<file path="src/rtl/csr_access_ctrl.sv">
// csr_access_ctrl: Zicsr read-modify-write sequencer between execute and the CSR file.
// Define CSR_READONLY_TRAP_EN to trap writes to read-only CSRs (addr[11:10]==2'b11).
module csr_access_ctrl #(
  parameter int DONE_TIMEOUT = 15
) (
  input  logic        clk,
  input  logic        rst_n,
  input  logic        req_valid,
  output logic        req_ready,
  input  logic [2:0]  req_func3,
  input  logic [4:0]  req_rs1_idx,
  input  logic [31:0] req_rs1_data,
  input  logic [4:0]  req_rd_idx,
  input  logic [11:0] req_csr_addr,
  input  logic        flush,
  output logic [11:0] csr_addr,
  output logic [31:0] csr_wdata,
  output logic        csr_we,
  input  logic [31:0] csr_rdata,
  input  logic        csr_write_done,
  output logic        resp_valid,
  output logic [4:0]  resp_rd_idx,
  output logic        resp_rd_we,
  output logic [31:0] resp_rd_data,
  output logic        resp_illegal,
  output logic        resp_err,
  output logic        busy
);
  localparam int CW = $clog2(DONE_TIMEOUT + 1);
  typedef enum logic [2:0] {IDLE, READ, WRITE, WAIT, RESP} state_t;
  state_t        state;
  logic [2:0]    func3;
  logic [4:0]    rs1_idx, rd_idx;
  logic [31:0]   rs1_data, old_q, src, new_val;
  logic [CW-1:0] cnt;
  logic          illegal, do_write, trap;
  assign req_ready = state == IDLE;
  assign busy = state != IDLE || req_valid;
  always_comb begin
    src = func3[2] ? {27'd0, rs1_idx} : rs1_data;
    new_val = func3[1:0] == 2'b01 ? src : func3[1:0] == 2'b10 ? csr_rdata | src : csr_rdata & ~src;
    illegal = func3[1:0] == 2'b00;
    do_write = func3[1:0] == 2'b01 || rs1_idx != 5'd0;
`ifdef CSR_READONLY_TRAP_EN
    trap = illegal || (do_write && csr_addr[11:10] == 2'b11);
`else
    trap = illegal;
`endif
  end
  always_ff @(posedge clk) begin
    if (!rst_n) begin
      state <= IDLE;
      func3 <= '0;
      rs1_idx <= '0;
      rs1_data <= '0;
      rd_idx <= '0;
      old_q <= '0;
      cnt <= '0;
      csr_addr <= '0;
      csr_wdata <= '0;
      csr_we <= 1'b0;
      resp_valid <= 1'b0;
      resp_rd_idx <= '0;
      resp_rd_we <= 1'b0;
      resp_rd_data <= '0;
      resp_illegal <= 1'b0;
      resp_err <= 1'b0;
    end else begin
      case (state)
        IDLE: if (req_valid) begin
          state <= READ;
          func3 <= req_func3;
          rs1_idx <= req_rs1_idx;
          rs1_data <= req_rs1_data;
          rd_idx <= req_rd_idx;
          csr_addr <= req_csr_addr;
        end
        READ: if (flush) begin
          state <= IDLE;
          csr_addr <= '0;
        end else if (trap) begin
          state <= RESP;
          resp_valid <= 1'b1;
          resp_illegal <= 1'b1;
          resp_rd_idx <= rd_idx;
          resp_rd_data <= csr_rdata;
        end else if (do_write) begin
          state <= WRITE;
          csr_we <= 1'b1;
          csr_wdata <= new_val;
          old_q <= csr_rdata;
        end else begin
          state <= RESP;
          resp_valid <= 1'b1;
          resp_rd_we <= rd_idx != 5'd0;
          resp_rd_idx <= rd_idx;
          resp_rd_data <= csr_rdata;
        end
        WRITE: begin
          state <= WAIT;
          csr_we <= 1'b0;
          cnt <= '0;
        end
        // the ack is honoured even in the last allowed WAIT cycle
        WAIT: if (csr_write_done || cnt == CW'(DONE_TIMEOUT - 1)) begin
          state <= RESP;
          resp_valid <= 1'b1;
          resp_err <= !csr_write_done;
          resp_rd_we <= csr_write_done && rd_idx != 5'd0;
          resp_rd_idx <= rd_idx;
          resp_rd_data <= old_q;
        end else begin
          cnt <= cnt + 1'b1;
        end
        RESP: begin
          state <= IDLE;
          csr_addr <= '0;
          csr_wdata <= '0;
          resp_valid <= 1'b0;
          resp_rd_idx <= '0;
          resp_rd_we <= 1'b0;
          resp_rd_data <= '0;
          resp_illegal <= 1'b0;
          resp_err <= 1'b0;
        end
        default: state <= IDLE;
      endcase
    end
  end
endmodule

</file>
<file path="config.mk">
export PLATFORM = sky130hd
export DESIGN_NAME = csr_access_ctrl
export DESIGN_NICKNAME = d
export VERILOG_FILES = /design/src/rtl/csr_access_ctrl.sv
export SDC_FILE = /design/constraint.sdc
export NUM_CORES = 1
export LEC_CHECK = 0
export CAP_MARGIN = 20
export CORE_MARGIN = 3
export CORE_UTILIZATION = 40
export CTS_BUF_LIST = sky130_fd_sc_hd__clkbuf_16
export DETAILED_ROUTE_END_ITERATION = 10
export PLACE_DENSITY = 0.75
export RECOVER_POWER = 25
export SLEW_MARGIN = 30
export SYNTH_ARGS = -nofsm -noshare
export SYNTH_HDL_FRONTEND = slang
export SYNTH_SLANG_ARGS = --single-unit
</file>
<file path="constraint.sdc">
create_clock -name clk -period 4.55 [get_ports clk]
set_clock_uncertainty 0.05 [all_clocks]
set_input_delay 0.91 -clock clk [delete_from_list [all_inputs] [get_ports clk]]
set_output_delay 0.91 -clock clk [all_outputs]
set_load 0.05 [all_outputs]
</file>
==> results of run 1 <==
==> power by group <==
part           switching [W]  internal [W]
Sequential         0.0000660       0.00159
Clock               0.000567      0.000845
Combinational       0.000552      0.000369
Total                0.00118       0.00280
==> cells by family (layout without fill, tap and decap cells) <==
kind of cell | count (synthesis) | after routing | synth area share, %
AO/OA/AOI/OAI | 221 | 221 | 19.75
XOR/XNOR | 4 | 4 | 0.4460
adder cells (fa/ha/maj) | 2 | 2 | 0.3185
buffers and inverters | 78 | 226 | 4.205
flip-flops | 170 | 170 | 43.33
multiplexers | 70 | 70 | 8.920
AND/OR/NAND/NOR | 374 | 374 | 23.03
==> per-stage QoR <==
stage,util (%),cells,hold slack [ps]
after floorplan,-,919,380.5
after global placement,51.47,1295,385.3
after detailed placement,51.65,1296,390.2
after CTS,54.63,1327,399.0
after global routing,54.55,1327,419.3
final,54.55,1327,397.0
==> routing by layer <==
layer | GRT usage, % | vias up
li1 | - | 3393
met1 | 28.26 | 3106
met2 | 30.61 | 159
met3 | 4.376 | 26
met4 | 5.691 | 0
met5 | 0 | -
==> cell type report <==
cell class	count	area share, %
multi-input combinational	671	40.08
sequential	170	32.82
timing repair buffer	193	18.44
clock buffer	17	4.101
tap	260	3.136
clock inverter	14	1.351
inverter	2	0.07237
==> Yosys cell counts, drive strengths merged (2+ instances only) <==
cell type  count
a211oi         2
a21boi        79
a21oi         44
a31oi          2
and2          33
and3          14
buf           21
clkbuf        55
dfxtp        170
ha             2
inv            2
mux2i         70
nand2        214
nand2b        12
nand3b         2
nor2          21
nor2b         36
nor3           2
nor3b         35
o211ai         2
o21a          13
o21ai         49
o21bai         2
o221a         20
o311ai         3
xnor2          4
==> worst max-delay path by stage <==
stage,start,end,slack [ps],cells past startpoint
2_1_floorplan,state[2],busy,1220,3
3_3_place_gp,req_valid,busy,1230,3
3_5_place_dp,req_valid,busy,1220,3
4_1_cts,state[1],busy,1040,3
5_1_grt,state[0],old_q[20],690,5
6_report,state[0],old_q[26],1010,5
==> sequential cells by signal, indices dropped and copies added (netlist names), 4 cells and up <==
| signal | cells |
|---|---|
| resp_rd_data | 32 |
| rd_idx | 5 |
| cnt | 4 |
| resp_rd_idx | 5 |
| rs1_data | 32 |
| csr_addr | 12 |
| old_q | 32 |
| csr_wdata | 32 |
| rs1_idx | 5 |
==> worst max-delay path, cell delays in order, from the launching register on <==
cell and delay, ps:
dfxtp_1 750, nor3b_1 870, o311a_1 310, clkbuf_1 1120
nand2_1 180, a21boi_1 180
==> qor.yml, run 1 <==
first_global_vias: 6091
antenna_cells: 0
place.gp.congestion: 0.7995
timing.rr.start: "state[0]"
wire_per_inst_um: 16.29
post-route-cell-area_um2: 10370
grt_max_degree: 88
cts_tree: "yes"
yosys.area.top_type_share_pct: 43.33
grt_pass1_wl_um: 34130
irDropWorstVdd_uv: 199.7
layout_commonest_cell: "nand2_1"
dr.pass1.iters: 5
endpoint_kind: "register"
regArea_um2: 3405
slew_violations: 168
power.leakage_nw: 3.880
crit_path_start_kind: "register"
crit_required_ps: 4850
violations: "capacitance limit, slew limit"
die_h_um: 146.1
min_to: "old_q[7]"
num_io_pins: 182
track_usage_pct: 19.92
ys.flop_type: "dfxtp_1"
nFillCells: 1787
reg2reg_slack_ps: 1010
port_buffers: 181
async_flop_share_pct: 0
post_drt_via_cell_ratio: 5.037
hold_depth: 2
final_antenna_net_count: 0
cp.arrival_ps: 3850
vias: 6684
synth-edff-count: 0
initial_core_util_pct: 41.30
dr.first_iter.drc_count: 451
wl_met3_um: 1146
root_buffer: "clkbuf_16"
postCtsSetupRepairBufs: 0
antenna_found_initial: 0
design.core.area_um2: 19020
cts_buffer_depth: 2
path_class: "register to register"
path_clk_slew_ps: 60
drc: 0
avgSynthCellArea_um2: 8.547
relSlewSlack_pct: -48.36
maxCapViolCount: 3
powerDensity_nw_per_um2: 384.2
num_rows: 50
rsz0062_at_grt: "no"
hp-start: "old_q[7]"
wl_met1_um: 10410
finalNetCount: 1151
fmax_mhz: 282.3
yosys_warnings: 0
die_w_um: 146.1
place_area_um2: 9823
hold_violations: 0
tns_ps: 0
cp_max_fo: 33
multi_input_area_um2: 4158
dr_wl_met2_um: 9703
fin_total_pwr_w: 0.003986
status: "complete, but fails checks"
yosys.area.top_type: "dfxtp_1"
die-area_um2: 21360
setup_ws_ps: 1008
post_cts_resize_count: 0
drt_wl_total_um: 21620
synth_fp_nets: 1015
syn_area_um2: 7855
numCtsBuffers: 17
netlist_instances: 919
topRoutingLayerUsed: "met4"
hold_class: "register to register"
pre_cts_ws_ps: 1223
drive_gt1_share_pct: 4.592
reg2reg_depth: 5
fin_crit_ps: 3542
areaGrowthSynthToFinish_pct: 32.06
ys_seq_area_share_pct: 43.33
synth_area_leaders: "dfxtp_1 (43%), nand2_1 (10%), mux2i_1 (8.9%)"
gr-total-overflow: 0
cts_hold_buf: 0
r2r_end: "old_q[26]"
cts.sinks: 170
tightest_slew_ps: 2224
synth_cell_type_count: 43
mostFrequentLayoutCells: "nand2_1 (214), clkdlybuf4s50_1 (179), dfxtp_1 (169)"
period_share_pct: 77.86
cts-htree-levels: 4
ys_seq_elements: 170
setup_violations: 0
clk-insertion-delay-late_ps: 420
dpl.hpwl_um: 14930
No activity file was read; power rests on OpenSTA's default activity.
==> run 2, diff against run 1 <==
- PLACE_DENSITY: 0.75 -> 0.78
- clock period: 4.55 -> 2.8 ns (I/O delays scaled with it)
==> qor.yml, run 2 (same netlist as run 1, synthesis figures left out) <==
design.core.area_um2: 19020
min_to: "old_q[17]"
cts_hold_buf: 0
maxCapViolCount: 0
fin_cells: 1338
setup_ws_ps: 156.5
final_antenna_net_count: 0
pre_cts_ws_ps: 400.2
layout_commonest_cell: "nand2_1"
relSlewSlack_pct: 39.96
dpl.hpwl_um: 15270
cp_max_fo: 6
r2r_end: "resp_rd_we"
powerDensity_nw_per_um2: 613.8
grt_max_degree: 68
period_share_pct: 94.41
vias: 6809
first_global_vias: 6364
crit_required_ps: 2190
num_rows: 50
path_class: "register to output pin"
cts_tree: "yes"
fin_total_pwr_w: 0.006427
hold_depth: 2
drc: 0
wire_per_inst_um: 16.34
numCtsBuffers: 17
regArea_um2: 3403
track_usage_pct: 20.16
antenna_found_initial: 1
tightest_slew_ps: 899.3
mostFrequentLayoutCells: "nand2_1 (214), clkdlybuf4s50_1 (179), dfxtp_1 (170)"
reg2reg_depth: 7
status: "finished clean"
areaGrowthSynthToFinish_pct: 33.29
drt_wl_total_um: 21870
slew_violations: 0
path_clk_slew_ps: 70
cts-htree-levels: 4
cts_buffer_depth: 2
die_h_um: 146.1
hp-start: "old_q[17]"
fmax_mhz: 378.3
die-area_um2: 21360
timing.rr.start: "state[1]"
setup_violations: 0
irDropWorstVdd_uv: 439.9
antenna_cells: 0
rsz0062_at_grt: "no"
fin_crit_ps: 2643
critPathSlowestCell: "clkdlybuf4s50_1"
crit_path_start_kind: "register"
root_buffer: "clkbuf_16"
drive_gt1_share_pct: 5.751
finish.utilization_pct: 55.05
post_drt_via_cell_ratio: 5.089
crit_chain: "nor3_2 > clkdlybuf4s50_1"
cts.sinks: 170
die_w_um: 146.1
hold_class: "register to register"
dr.first_iter.drc_count: 519
nFillCells: 1750
hold_violations: 0
reg2reg_slack_ps: 280
postCtsSetupRepairBufs: 0
initial_core_util_pct: 41.30
endpoint_kind: "output pin"
dp.cells: 1306
tns_ps: 0
slowest_delay_ps: 890
finalNetCount: 1161
multi_input_area_um2: 4151
place.gp.congestion: 0.7935
dr.pass1.iters: 5
post_cts_resize_count: 0
grt_pass1_wl_um: 34530
gr-total-overflow: 0
cp.arrival_ps: 2030
power.leakage_nw: 3.924
num_io_pins: 182
clk-insertion-delay-late_ps: 430
port_buffers: 181
==> run 2: final cells by class <==
cell class                 count  share of cell area (%)
multi-input combinational    671                   39.65
sequential                   170                   32.50
timing repair buffer         203                   19.43
clock buffer                  17                   4.063
tap                          260                   3.107
clock inverter                15                   1.171
inverter                       2                 0.07170
==> run 2: worst max-delay path by stage <==
stage / startpoint / to / slack, ps
2_1_floorplan: state[2] / busy / 430
3_3_place_gp: csr_write_done / resp_rd_data[19] / 450
3_5_place_dp: csr_write_done / resp_rd_data[5] / 400
4_1_cts: state[0] / req_ready / 110
5_1_grt: state[2] / csr_wdata[18] / 70
6_report: state[0] / req_ready / 160
==> run 2: critical path: cells and delay by family (launching register included) <==
family        cells  cell delay, ps
flops             1             350
buf+inv           1             890
simple gates      1             370
==> run 2: through the flow <==
stage          hold slack (ps)  cell area [µm²]
2_1_floorplan            380.5             7860
3_3_place_gp             385.5             9947
3_5_place_dp             390.5             9947
4_1_cts                  399.6            10500
5_1_grt                  412.4            10470
6_report                 398.9            10470
==> run 2: routing by layer <==
metal,up-vias,part of all wire [%],global-route usage (%)
met2,175,45,30.08
met3,40,5.6,4.873
met4,2,2.4,7.291
met1,3174,47,28.42
li1,3418,-,-
met5,-,0.046,0
==> run 2: power breakdown <==
part           switching, W  internal (W)
clock network      0.000995       0.00122
logic              0.000909      0.000615
registers          0.000105       0.00258
